===== config.mk =====
export PLATFORM = sky130hd
export DESIGN_NAME = dram_bist_top_flat
export DESIGN_NICKNAME = d
export VERILOG_FILES = /design/src/rtl/dram_bist_top_if.sv /design/src/rtl/dram_bist_top.sv /design/src/flat_wrapper.sv
export SDC_FILE = /design/constraint.sdc
export NUM_CORES = 1
export LEC_CHECK = 0
export CELL_PAD_IN_SITES_DETAIL_PLACEMENT = 0
export CELL_PAD_IN_SITES_GLOBAL_PLACEMENT = 1
export CORE_MARGIN = 3
export CORE_UTILIZATION = 45
export CTS_BUF_LIST = sky130_fd_sc_hd__clkbuf_8
export CTS_CLUSTER_SIZE = 30
export DETAILED_ROUTE_END_ITERATION = 6
export PLACE_DENSITY_LB_ADDON = 0.1
export SYNTH_ARGS = -nofsm -noshare
export SYNTH_HDL_FRONTEND = slang
export SYNTH_SLANG_ARGS = --single-unit
export TNS_END_PERCENT = 1

===== constraint.sdc =====
create_clock -name clk -period 5.1 [get_ports clk]
set_input_delay 1.53 -clock clk [delete_from_list [all_inputs] [get_ports clk]]
set_output_delay 1.53 -clock clk [all_outputs]
set_load 0.1 [all_outputs]

===== src/rtl/dram_bist_top_if.sv =====
// Board-facing pin bundle for dram_bist_top.
//   rx  : UART loopback input
//   tx  : UART loopback output (mirrors rx)
//   sw  : slide switches (manual address/data/WE, BIST controls)
//   led : RAM read data and BIST status
// master = board/testbench side, slave = design side.
interface dram_bist_top_if;
    logic        rx;
    logic        tx;
    logic [15:0] sw;
    logic [15:0] led;

    modport master (output rx, output sw, input tx, input led);
    modport slave  (input rx, input sw, output tx, output led);
endinterface


===== src/rtl/dram_bist_top.sv =====
// Distributed-RAM board test top. CHANNELS single-port 2**ADDR_WIDTH x 1
// LUT-RAMs share address and write enable. They are driven either from the
// switches or by a BIST sequencer that writes a checkerboard and reads it back.
//   clk : sole clock, RAM writes on rising edge
//   rst : asynchronous active-high reset (status/FSM only, RAM contents kept)
//   bus : rx/tx loopback, sw[15:0] controls, led[15:0] data and status
//         led[CHANNELS-1:0] read data, [11:4] error count, [12] error,
//         [13] pass, [14] done, [15] busy
module dram_bist_top #(
    parameter int ADDR_WIDTH = 6,
    parameter int CHANNELS   = 4,
    parameter logic [(2**ADDR_WIDTH)-1:0] INIT = 64'h2
) (
    input  logic           clk,
    input  logic           rst,
    dram_bist_top_if.slave bus
);
    localparam int DEPTH = 2**ADDR_WIDTH;

    typedef enum logic [1:0] {IDLE, WRITE, READ, DONE} state_t;

    state_t                state;
    logic [2:0]            sync1, sync2;   // {start, pattern, inject}
    logic                  start_d;
    logic [ADDR_WIDTH-1:0] cnt;
    logic [7:0]            err_cnt;
    logic                  error, pass, pat, inj;

    logic                  busy, start_edge, ram_we, mismatch;
    logic [ADDR_WIDTH-1:0] ram_addr;
    logic [CHANNELS-1:0]   rd_data, wr_data, exp_data;
    logic [7:0]            err_next;
    logic [15:0]           led_w;
    logic                  unused_sw;

    assign busy       = (state == WRITE) || (state == READ);
    assign start_edge = sync2[2] & ~start_d;

    // FSM owns the RAM port while busy; otherwise the switches do.
    assign ram_addr = busy ? cnt : bus.sw[ADDR_WIDTH-1:0];
    assign ram_we   = (state == WRITE) || (!busy && bus.sw[15]);

    for (genvar c = 0; c < CHANNELS; c++) begin : g_ch
        logic [DEPTH-1:0] mem = INIT;

        // Odd channels carry the inverted phase of the checkerboard.
        assign exp_data[c] = cnt[0] ^ pat ^ ((c % 2) == 1);
        assign wr_data[c]  = (state == WRITE)
                           ? (exp_data[c] ^ (inj && (cnt == '0) && (c == 0)))
                           : bus.sw[11+c];

        // No write while rst is asserted so a reset cannot leave a stray bit.
        always_ff @(posedge clk)
            if (ram_we && !rst)
                mem[ram_addr] <= wr_data[c];

        assign rd_data[c] = mem[ram_addr];
    end

    assign mismatch = |(rd_data ^ exp_data);
    assign err_next = (mismatch && (err_cnt != 8'hFF)) ? err_cnt + 8'd1 : err_cnt;

    always_ff @(posedge clk or posedge rst) begin
        if (rst) begin
            sync1   <= '0;
            sync2   <= '0;
            start_d <= 1'b0;
        end else begin
            sync1   <= bus.sw[10:8];
            sync2   <= sync1;
            start_d <= sync2[2];
        end
    end

    always_ff @(posedge clk or posedge rst) begin
        if (rst) begin
            state   <= IDLE;
            cnt     <= '0;
            err_cnt <= '0;
            error   <= 1'b0;
            pass    <= 1'b0;
            pat     <= 1'b0;
            inj     <= 1'b0;
        end else begin
            case (state)
                IDLE, DONE: begin
                    if (start_edge) begin
                        state   <= WRITE;
                        cnt     <= '0;
                        err_cnt <= '0;
                        error   <= 1'b0;
                        pass    <= 1'b0;
                        pat     <= sync2[1];
                        inj     <= sync2[0];
                    end
                end
                WRITE: begin
                    cnt <= cnt + 1'b1;          // wraps to 0 for READ
                    if (cnt == '1)
                        state <= READ;
                end
                READ: begin
                    cnt     <= cnt + 1'b1;
                    err_cnt <= err_next;
                    if (mismatch)
                        error <= 1'b1;
                    if (cnt == '1) begin
                        state <= DONE;
                        pass  <= (err_next == 8'd0);
                    end
                end
                default: state <= IDLE;
            endcase
        end
    end

    always_comb begin
        led_w                 = '0;
        led_w[CHANNELS-1:0]   = rd_data;
        led_w[11:4]           = err_cnt;
        led_w[12]             = error;
        led_w[13]             = pass;
        led_w[14]             = (state == DONE);
        led_w[15]             = busy;
    end

    assign bus.led = led_w;
    assign bus.tx  = bus.rx;

    // Address bits above ADDR_WIDTH and data switches of absent channels.
    assign unused_sw = ^bus.sw;
endmodule


===== src/flat_wrapper.sv =====
// flat-port wrapper written by rule: the top's interface ports become plain ports
module dram_bist_top_flat 
#(
    parameter int ADDR_WIDTH = 6,
    parameter int CHANNELS   = 4,
    parameter logic [(2**ADDR_WIDTH)-1:0] INIT = 64'h2
)
  (clk, rst, bus_rx, bus_sw, bus_tx, bus_led);
  dram_bist_top_if bus_i ();
  input  logic clk;
  input  logic rst;
  input wire logic [$bits(bus_i.rx)-1:0] bus_rx;
  input wire logic [$bits(bus_i.sw)-1:0] bus_sw;
  output wire logic [$bits(bus_i.tx)-1:0] bus_tx;
  output wire logic [$bits(bus_i.led)-1:0] bus_led;
  assign bus_i.rx = bus_rx;
  assign bus_i.sw = bus_sw;
  assign bus_tx = bus_i.tx;
  assign bus_led = bus_i.led;
  dram_bist_top #(.ADDR_WIDTH(ADDR_WIDTH), .CHANNELS(CHANNELS), .INIT(INIT)) u_core (.clk(clk), .rst(rst), .bus(bus_i));
endmodule

== After elaboration in Yosys (flattened, before gate mapping) ==
Index checks and enable logic that the tools add are counted.
Widths: inputs -> output; s select.

* Output and inout port bits: 17
* Logic and storage cells: 87
* Bits of input ports: 19
* Bits in registers: 283

* Order comparisons: 2
* $add $sub $neg: 2
* Equality and inequality tests: 9
* Multiplexer cells: 33
* Reduce and logical (&&, ||, !) cells: 21
* Bitwise operators: 6

{| class="wikitable"
|+ Operator list
! cell !! count
|-
| $bwmux 64 || 4
|-
| $bmux 1 s6 || 4
|-
| $mux 8 || 2
|-
| $pmux 8 s2 || 1
|-
| $mux 1 || 12
|-
| $mux 6 || 2
|-
| $pmux 6 s2 || 1
|-
| $reduce_and 3->1 || 3
|-
| $add 8x1->8 const B || 1
|-
| $logic_not 8->1 || 1
|-
| $ne 8x8->1 const B || 1
|-
| $lt 6x7->1 const B || 1
|-
| $add 6x1->6 const B || 1
|-
| $demux 1 s6 || 1
|-
| $eq 6x6->1 const B || 1
|-
| $ge 6x1->1 const B || 1
|-
| $logic_not 6->1 || 1
|-
| $mux 2 || 3
|-
| $pmux 2 s3 || 1
|-
| $logic_and 1x1->1 || 5
|-
| $eq 2x2->1 const B || 2
|-
| $ne 2x1->1 const B || 2
|-
| $ne 2x2->1 const B || 2
|-
| $pmux 1 s2 || 2
|-
| other kinds (12) || 18
|}

== Longest topological paths before layout ==
Gate-level depths: netlist of run 1.

* Word-level depth: 12
* Mapped depth: 19
* Depth with buffers taken out: 12

== Least setup slack after synthesis of run 1 ==
No wires, ideal clock.

* Path type: in2out
* Start point: input port bus_sw[0]
* End point: output port bus_led[3]
* Path buffers: 1
* Required time: 3.570 ns
* Path slack: -0.332 ns
* Arrival time: 3.902 ns
* Stages: 8
* Cell sequence: buf_2 > mux2_4 > mux2_2 > o22ai_1 > a2111oi_2 > o32ai_1 > or4_4 > inv_1

* Cells in the longest elaborated chain, start to end: 3

{| class="wikitable"
|+ Ends and longest elaborated chain
! item !! RTL line !! source
|-
| start: declaration || flat_wrapper.sv:13 || <nowiki>input wire logic [$bits(bus_i.sw)-1:0] bus_sw;</nowiki>
|-
| $mux 6 || dram_bist_top.sv:40 || <nowiki>assign ram_addr = busy ? cnt : bus.sw[ADDR_WIDTH-1:0];</nowiki>
|-
| $bmux 1 s6 || dram_bist_top.sv:57 || <nowiki>assign rd_data[c] = mem[ram_addr];</nowiki>
|-
| $mux 1 (not written as such) || dram_bist_top.sv:57 ||
|-
| end: declaration || flat_wrapper.sv:15 || <nowiki>output wire logic [$bits(bus_i.led)-1:0] bus_led;</nowiki>
|}

Every way passes these cells. The select of a mux whose other input is x is not followed.

== Worst setup path after layout of run 1 ==
* Start point: input port bus_sw[2]
* End point: output port bus_led[3]

The elaborated chain is that of the path after synthesis.

==> qor.yml, run 1 <==
outcome: "complete, but fails checks"
violations: "setup timing"
ant_nets: 0
vias: 8802
drt-wirelength-per-cell_um: 24.6
cp-end-kind: "primary output"
area_growth_syn_to_layout_pct: 24.8
worstMarginPinSlew_ps: 1070
core_area_um2: 27000
rrSetupSlack_ps: 810
hold_violations: 0
ios: 36
die_w_um: 172
drc: 0
synthArstFlopShare: 0.0954
die_h_um: 172
fin_nets: 1129
gp_congestion: 0.874
max_clock_freq_ghz: 0.190
hold_depth: 0
syn_inst: 917
setup_tns_ps: -511
crit_path_top_delay_cell: "or4_4"
clock_latency_ps: 560
crit_chain: "buf_2, mux2_4, buf_12, buf_6, a311oi_2, o311ai_4, or4_4, clkinvlp_4, buf_12"
syn_nets: 942
cts_tree: "built"
io_buffers: 31
clock-sinks: 283
p_per_area_nw_per_um2: 678
pwr-share-clk: 0.167
dr.first_iter.drc_count: 932
rr_startpoint: "u_core.state[0]"
ys_top_cells_by_area: "edfxtp_1 62%, dfrtp_1 5.4%, nand2_1 3.3%"
syn_area_um2: 12400
reg2reg_to: "u_core.err_cnt[1]"
endpoint: "bus_led[3]"
grt_max_degree: 65
num_rows: 60
slew_violations: 0
max-slew-margin-rel: 0.283
min-delay-path-class: "reg -> reg"
start_util: 0.460
clk_pin_slew_ps: 50
synth_cell_types: 81
clock_skew_ps: 38.3
synth_top_cells_by_count: "256 x edfxtp_1, 109 x nand2_1, 87 x nor2_1"
grt_overflow: 0
cp_common_cell: "buf_12"
seqPwrFrac: 0.316
finalSetupViolCount: 4
internal-power_uw: 6300
grtUsageTotal: 0.244
ir_drop_uv: 1060
grt_pass1_vias: 8634
synth_most_common_cell: "edfxtp_1"
min_period_ps: 5250
critPathMaxFanout: 12
min_period_over_period: 1.03
netlist.top_cell.by_area: "edfxtp_1"
cp-start-kind: "input port"
dr.pass1.iters: 5
htree_levels: 2
arrival_ps: 3720
rsz0062_at_grt: "yes"
antenna_cells: 0
avgSynthCellArea_um2: 13.5
path_class: "in -> out"
reg2reg_depth: 19
max_cap_viol_count: 0
ys_seq_area_frac: 0.673
grt_pass1_wl_um: 53500
cts-root-buf: "clkbuf_8"
power.leakage_uw: 0.00556
cts_buffers: 48
synth_edf_count: 256
vias_per_cell: 5.96
clk_path_buf_depth: 3
die-area_um2: 29600
dp_slack_ps: -978
synth_seq_cells: 283
routed_wl_um: 36300
antenna_found_initial: 0
slowest_delay_ps: 610
hold_buffers: 0
drive_above_1_share: 0.290
yosysWarnings: 0
combPwrFrac: 0.517
required_ps: 3570
crit_path_start: "bus_sw[2]"
layout_setup_ws_ps: -151
dpl.hpwl_um: 23700
p_switching_uw: 4210
switching_share: 0.400
yosys.area.top_type_share: 0.619
synth_flop_cell: "edfxtp_1"
==> metrics by stage <==
| stage | cell area, µm² | std cells | power [µW] | utilization | hold WS [ps] |
|---|---|---|---|---|---|
| floorplan | 12400 | 917 | 6000 | - | 331 |
| finish | 15500 | 1477 | 10500 | 0.573 | 348 |
| global placement | 14000 | 1360 | 7980 | 0.517 | 344 |
| global route | 15500 | 1477 | 11000 | 0.573 | 354 |
| detailed placement | 14000 | 1360 | 8030 | 0.517 | 340 |
| CTS | 15300 | 1468 | 10300 | 0.565 | 350 |
==> timing repair <==
item,4_1_cts,5_1_grt
buffers inserted,24,10
cloned,2,0
resized for setup,70,39
endpoints found under the setup margin,4,4
pin swaps,18,22
==> sequential cells by signal (all words and copies together), names as in the netlist <==
signal / cells
u_core.g_ch.mem: 256
u_core.err_cnt: 8
u_core.sync2: 3
u_core.state: 2
u_core.pass: 1
u_core.inj: 1
u_core.error: 1
u_core.sync1: 3
u_core.start_d: 1
u_core.cnt: 6
u_core.pat: 1
==> worst min-delay path by stage <==
stage                                from               to  slack [ps]
after CTS                 u_core.sync1[0]  u_core.sync2[0]         350
final                     u_core.sync1[0]  u_core.sync2[0]         350
after floorplan           u_core.sync1[0]  u_core.sync2[0]         330
after global placement    u_core.sync1[0]  u_core.sync2[0]         340
after detailed placement  u_core.sync1[2]  u_core.sync2[2]         340
after global routing      u_core.sync1[0]  u_core.sync2[0]         350
==> power by group through the flow <==
stage                     Sequential [µW]  Clock (µW)  Combinational [µW]
after CTS                            3320        1800                5170
final                                3320        1760                5430
after floorplan                      3390           0                2610
after global routing                 3330        1920                5720
after detailed placement             3370           0                4660
after global placement               3360           0                4620
==> cells by family after synthesis <==
kind of cell	share of synthesized area
AND/OR/NAND/NOR	0.116
flip-flops	0.673
AO/OA/AOI/OAI	0.0984
buffers and inverters	0.0391
multiplexers	0.0631
adder cells (fa/ha/maj)	0.00604
XOR/XNOR	0.00353
==> cells in the final DEF (no fill, tap or decap), drive strengths merged, types with 6 or more instances in the layout <==
master | netlist | routed
o21ai | 21 | 21
a31oi | 7 | 7
dfrtp | 27 | 27
o22a | 6 | 6
ha | 6 | 6
a21oi | 10 | 10
mux4 | 8 | 8
mux2 | 23 | 23
and3 | 13 | 13
o22ai | 20 | 20
o221ai | 13 | 13
o211ai | 9 | 9
buf | 44 | 181
clkdlybuf4s50 | 0 | 20
clkinv | 0 | 16
nor3 | 17 | 17
nand2 | 110 | 110
mux2i | 32 | 32
clkbuf | 23 | 49
nand3 | 42 | 42
nor2 | 87 | 87
inv | 21 | 37
edfxtp | 256 | 256
==> worst max-delay path, delay by kind of cell <==
kind            cells  cell delay, ps
simple gates        1             610
compound gates      2             510
buf+inv             5             730
mux                 1             320
==> metal layers <==
| metal | track usage | wire length (µm) | vias up |
|---|---|---|---|
| li1 | - | - | 3898 |
| met1 | 0.351 | 15400 | 4403 |
| met2 | 0.377 | 16300 | 424 |
| met3 | 0.0485 | 3400 | 77 |
| met4 | 0.0809 | 1180 | 0 |
| met5 | 0 | 0 | - |
==> area by class of cell <==
class | count | area, µm²
fillers | 2206 | 11500
flip-flops and latches | 283 | 8360
multi-input cells | 546 | 3910
repair buffers | 204 | 1900
clock buffers | 49 | 674
well taps | 341 | 427
clock inverters | 33 | 138
inverters | 21 | 87.6
(Power assumes the default switching activity.)
==> run 2, diff against run 1 <==
--- a/config.mk
+++ b/config.mk
@@ -7,12 +7,12 @@
 export LEC_CHECK = 0
 export CELL_PAD_IN_SITES_DETAIL_PLACEMENT = 0
 export CELL_PAD_IN_SITES_GLOBAL_PLACEMENT = 1
-export CORE_MARGIN = 3
 export CORE_UTILIZATION = 45
 export CTS_BUF_LIST = sky130_fd_sc_hd__clkbuf_8
 export CTS_CLUSTER_SIZE = 30
 export DETAILED_ROUTE_END_ITERATION = 6
 export PLACE_DENSITY_LB_ADDON = 0.1
+export SKIP_LAST_GASP = 1
 export SYNTH_ARGS = -nofsm -noshare
 export SYNTH_HDL_FRONTEND = slang
 export SYNTH_SLANG_ARGS = --single-unit
==> run 2 against run 1 <==
Against the previous run: the flow still finishes with violations (setup timing); register-to-register slack worse by 750 ps; die area down 4.6%; worst setup slack worse by 15 ps; worst hold slack worse by 0.98 ps; combinational power up 0.7%; clock skew down 20 ps; clock power up 5%; cell count unchanged; sequential share of layout area down 0.28 points; highest routed layer unchanged; cell area up 0.52%; first-iteration DRC count down 4.2%; via count down 1.7%.
==> qor.yml, run 2 (same netlist as run 1, synthesis figures left out) <==
grt_overflow: 0  # unchanged
top_regs: "u_core.g_ch.mem (256), u_core.err_cnt (8), u_core.cnt (6)"
die_h_um: 168  # -2.3%
grt_pass1_wl_um: 54900  # +2.5%
hold_buffers: 0  # unchanged
io_buffers: 31  # unchanged
cp_common_cell: "buf_12"
ir_drop_uv: 587  # -45%
layout_setup_ws_ps: -166  # -15.3 ps
path_class: "in -> out"
layout.cells.non_filler: 1477  # unchanged
dpl.hpwl_um: 23700  # -0.25%
dr.first_iter.drc_count: 893  # -4.2%
clk_path_buf_depth: 3  # unchanged
min-delay-path-class: "reg -> reg"
slew_violations: 0  # unchanged
fillerInstances: 2157  # -2.2%
max_clock_freq_ghz: 0.190  # -0.29%
fin_hold_ws_ps: 347  # -0.979 ps
final_common_cell: "edfxtp_1"
die_w_um: 168  # -2.3%
combPwrFrac: 0.513  # -0.004
grt_pass1_vias: 8696  # +0.72%
crit_path_top_delay_cell: "or4_4"
min_period_over_period: 1.03  # +0.00300
drt-wirelength-per-cell_um: 24.7  # +0.50%
drive_above_1_share: 0.290  # unchanged
switching_share: 0.402  # +0.00188
routed_wl_um: 36500  # +0.50%
max_flop_register: "u_core.g_ch.mem"
ant_nets: 0  # unchanged
htree_levels: 2  # unchanged
rrSetupSlack_ps: 60  # -750 ps
hold_violations: 0  # unchanged
clock-sinks: 283  # unchanged
pwr-share-clk: 0.173  # +0.006
violations: "setup timing"
vias: 8652  # -1.7%
arrival_ps: 3740  # +20 ps
clk_pin_slew_ps: 60  # about the same
antenna_cells: 0  # unchanged
min_period_ps: 5270  # +15.3 ps
grtUsageTotal: 0.264  # +0.0192
power.leakage_uw: 0.00562  # +1.0%
cp-start-kind: "input port"
antenna_found_initial: 0  # unchanged
drc: 0  # unchanged
internal-power_uw: 6370  # +1.1%
largest_register_ffs: 256  # unchanged
cts_buffers: 47  # -2.1%
crit_chain: "buf_6, mux2_4, buf_12, nand2_1, and3_4, a2111oi_4, o32ai_2, or4_4, clkinvlp_4, buf_12"
fin_area_um2: 15600  # +0.52%
finalSetupViolCount: 6  # +2
required_ps: 3570  # about the same
cp-end-kind: "primary output"
power_uw: 10700  # +1.4%
core_area_um2: 27000  # unchanged
critPathMaxFanout: 6  # -6
place_inst: 1349  # -0.81%
gp_congestion: 0.880  # +0.70%
num_rows: 60  # unchanged
worstMarginPinSlew_ps: 1100  # +30.3 ps
seqPwrFrac: 0.313  # -0.003
p_switching_uw: 4290  # +1.9%
cts_tree: "built"
cts-root-buf: "clkbuf_8"
rsz0062_at_grt: "yes"
worst-path-buf-inv: 4  # -1
max-slew-margin-rel: 0.263  # -0.0202
area_growth_syn_to_layout_pct: 25.4
max_cap_viol_count: 0  # unchanged
place_area_um2: 13800  # -0.95%
ios: 36  # unchanged
grt_max_degree: 65  # unchanged
p_per_area_nw_per_um2: 684  # +0.89%
slowest_delay_ps: 590  # -20 ps
start_util: 0.460  # unchanged
layout_common_cells: "256 x edfxtp_1, 140 x buf_4, 107 x nand2_1, 86 x nor2_1, 49 x clkbuf_8"
clock_skew_ps: 18.1  # -20.2 ps
dr.pass1.iters: 5  # unchanged
clock_latency_ps: 570  # about the same
outcome: "complete, but fails checks"
fin_nets: 1123  # -0.53%
vias_per_cell: 5.86  # -1.7%
die-area_um2: 28300  # -4.6%
crit_family: "simple AND/OR/NAND/NOR gates"
-- run 2: metrics by stage --
step,setup WS [ps],TNS [ps],utilization
4_1_cts,-113,-534,0.573
5_1_grt,-204,-1370,0.576
2_1_floorplan,-221,-529,-
3_5_place_dp,-787,-5300,0.512
6_report,-166,-592,0.576
3_3_place_gp,-804,-5240,0.512
-- run 2: area by class of cell --
type | instances | area [µm²] | share of cell area
inverters | 21 | 82.6 | 0.00530
repair buffers | 197 | 1840 | 0.118
well taps | 341 | 427 | 0.0274
flip-flops and latches | 283 | 8360 | 0.537
multi-input cells | 548 | 4000 | 0.257
clock buffers | 49 | 674 | 0.0433
clock inverters | 38 | 185 | 0.0119
-- run 2: final timing paths --
check,start,to,cells past startpoint
min reg2reg,u_core.sync1[0],u_core.sync2[0],0
max,bus_sw[1],bus_led[3],10
min,u_core.sync1[0],u_core.sync2[0],0
max in group asynchronous,rst,u_core.sync1[2],2
max reg2reg,u_core.state[0],u_core.err_cnt[0],26
min in group asynchronous,rst,u_core.cnt[0],2
-- run 2: layer usage --
layer | track usage | vias up | wire (µm)
met4 | 0.0921 | 0 | 1140
met5 | 0 | - | 0
met2 | 0.422 | 391 | 17200
met1 | 0.355 | 4294 | 15100
li1 | - | 3897 | -
met3 | 0.0592 | 70 | 3050
-- run 2: timing repair --
item | 4_1_cts | 5_1_grt
endpoints found under the setup margin | 4 | 14
pin swaps | 29 | 8
cloned | 5 | 0
resized for setup | 102 | 10
setup buffers | 32 | 5
endpoints found under the hold margin | 0 | 0
-- run 2: power groups by stage --
stage	Sequential [µW]	Clock (µW)	Combinational, µW
3_5_place_dp	3380	0	4570
3_3_place_gp	3370	0	4510
4_1_cts	3340	1890	5310
6_report	3340	1850	5470
5_1_grt	3350	1970	5750
2_1_floorplan	3390	0	2610
==> run 3, diff against run 2 <==
--- a/config.mk
+++ b/config.mk
@@ -12,6 +12,7 @@
 export CTS_CLUSTER_SIZE = 30
 export DETAILED_ROUTE_END_ITERATION = 6
 export PLACE_DENSITY_LB_ADDON = 0.1
+export SETUP_SLACK_MARGIN = 0.05
 export SKIP_LAST_GASP = 1
 export SYNTH_ARGS = -nofsm -noshare
 export SYNTH_HDL_FRONTEND = slang
==> run 3 against run 2 <==
Against the previous run: the flow still finishes with violations (setup timing); register-to-register slack gained 680 ps; utilization barely moved; routed wire length is essentially flat; clock power is 12% higher; critical endpoint unchanged.
==> qor.yml, run 3 (same netlist as run 1, synthesis figures left out) <==
layout_common_cells: "256 x edfxtp_1, 141 x buf_4, 108 x nand2_1, 84 x nor2_1, 49 x clkbuf_8"
switching_share: 0.397  # -0.00529
worstHoldEndpoint: "u_core.sync2[0]"
top_regs: "u_core.g_ch.mem (256), u_core.err_cnt (8), u_core.cnt (6)"
finalSetupViolCount: 4  # -2
slowest_delay_ps: 570  # -20 ps
max-slew-margin-rel: 0.275  # +0.0118
holdCritStartpoint: "u_core.sync1[0]"
required_ps: 3570  # about the same
combPwrFrac: 0.500  # -0.013
max_cap_viol_count: 0  # unchanged
crit_family: "multiplexers"
min_period_over_period: 1.03  # +0.00198
p_switching_uw: 4280  # about the same
violations: "setup timing"
reg2reg_depth: 17  # -35%
ant_nets: 0  # unchanged
gp_congestion: 0.886  # +0.67%
min_period_ps: 5280  # +10.1 ps
hold_depth: 0  # unchanged
grt_overflow: 0  # unchanged
drive_above_1_share: 0.290  # about the same
crit_path_top_delay_cell: "or4_4"
place_inst: 1351  # +0.15%
cts_tree: "built"
largest_register_ffs: 256  # unchanged
worstMarginPinSlew_ps: 1090  # -17.6 ps
vias_per_cell: 5.87  # +0.13%
dr.pass1.iters: 7  # +2
start_util: 0.460  # unchanged
ios: 36  # unchanged
antenna_found_initial: 0  # unchanged
dr.first_iter.drc_count: 1019  # +14%
grt_pass1_wl_um: 54600  # -0.48%
drc: 0  # unchanged
clock_skew_ps: 23.9  # +5.80 ps
max_clock_freq_ghz: 0.190  # -0.19%
io_buffers: 31  # unchanged
max_flop_register: "u_core.g_ch.mem"
rr_startpoint: "u_core.state[1]"
die_w_um: 168  # unchanged
layout_setup_ws_ps: -177  # -10.1 ps
cts_buffers: 49  # +4.3%
die-area_um2: 28300  # unchanged
clk_pin_slew_ps: 50  # about the same
core_area_um2: 27000  # unchanged
crit_chain: "buf_8, mux2_4, buf_12, mux2i_2, mux2i_4, o221a_2, o22ai_2, or4_4, clkinvlp_4, buf_12"
clock_latency_ps: 580  # about the same
p_per_area_nw_per_um2: 693  # +1.3%
cts-root-buf: "clkbuf_8"
dpl.hpwl_um: 23800  # +0.56%
power.leakage_uw: 0.00562  # about the same
arrival_ps: 3750  # about the same
grt_max_degree: 65  # unchanged
cp-start-kind: "input port"
outcome: "complete, but fails checks"
critPathMaxFanout: 8  # +2
antenna_cells: 0  # unchanged
fin_area_um2: 15600  # about the same
path_class: "in -> out"
cp-end-kind: "primary output"
internal-power_uw: 6510  # +2.2%
fin_nets: 1124  # +0.089%
area_growth_syn_to_layout_pct: 25.5  # about the same
place_area_um2: 14000  # +0.83%
hold_buffers: 0  # unchanged
slew_violations: 0  # unchanged
clk_path_buf_depth: 3  # unchanged
drt-wirelength-per-cell_um: 24.7  # -0.17%
rrSetupSlack_ps: 740  # +680 ps
min-delay-path-class: "reg -> reg"
cp_common_cell: "buf_12"
fin_hold_ws_ps: 355  # +7.93 ps
reg2reg_to: "u_core.err_cnt[5]"
clock-sinks: 283  # unchanged
htree_levels: 2  # unchanged
vias: 8687  # +0.40%
layout.cells.non_filler: 1481  # +0.27%
rsz0062_at_grt: "yes"
finish.utilization: 0.577  # about the same
grt_pass1_vias: 8670  # -0.30%
routed_wl_um: 36500  # about the same
die_h_um: 168  # unchanged
worst-path-buf-inv: 4  # unchanged
grtUsageTotal: 0.263  # about the same
pwr-share-clk: 0.192  # +0.019
setup_tns_ps: -558  # +33.9 ps
seqPwrFrac: 0.309  # -0.004
num_rows: 60  # unchanged
hold_violations: 0  # unchanged
ir_drop_uv: 407  # -31%
final_common_cell: "edfxtp_1"
run 3: layout make-up:
cell class	instances	area [µm²]
clock buffers	49	674
clock inverters	43	302
fillers	2228	11400
inverters	21	90.1
multi-input cells	547	3890
flip-flops and latches	283	8360
well taps	341	427
repair buffers	197	1840
run 3: what timing repair did:
action                                  CTS  global route
resized for setup                        67            17
cloned                                    2             1
buffers inserted                         32             5
pin swaps                                12            15
endpoints found under the setup margin    4             4
run 3: worst max-delay path by stage:
stage	from	end	cells after the start
after floorplan	bus_sw[0]	bus_led[0]	10
after global placement	bus_sw[1]	bus_led[2]	11
after detailed placement	bus_sw[1]	bus_led[2]	11
after CTS	bus_sw[0]	bus_led[3]	10
after global routing	bus_sw[1]	bus_led[2]	12
final	bus_sw[1]	bus_led[3]	10
run 3: power by group through the flow:
stage               Combinational (µW)  Clock [µW]  Sequential, µW
CTS                               5240        2100            3330
floorplan                         2660           0            3390
global placement                  4690           0            3360
detailed placement                4740           0            3370
global route                      5660        2210            3340
finish                            5390        2070            3330
run 3: through the flow:
| step | total power, µW | worst slack [ps] |
|---|---|---|
| 2_1_floorplan | 6040 | 33.3 |
| 3_3_place_gp | 8050 | -988 |
| 3_5_place_dp | 8110 | -961 |
| 4_1_cts | 10700 | -154 |
| 5_1_grt | 11200 | -192 |
| 6_report | 10800 | -177 |
run 3: routing by layer:
layer,vias to the layer above,track usage,share of wire
met5,-,0,0
met4,0,0.0767,0.024
met3,59,0.0552,0.080
met2,347,0.419,0.47
met1,4387,0.367,0.43
li1,3894,-,-
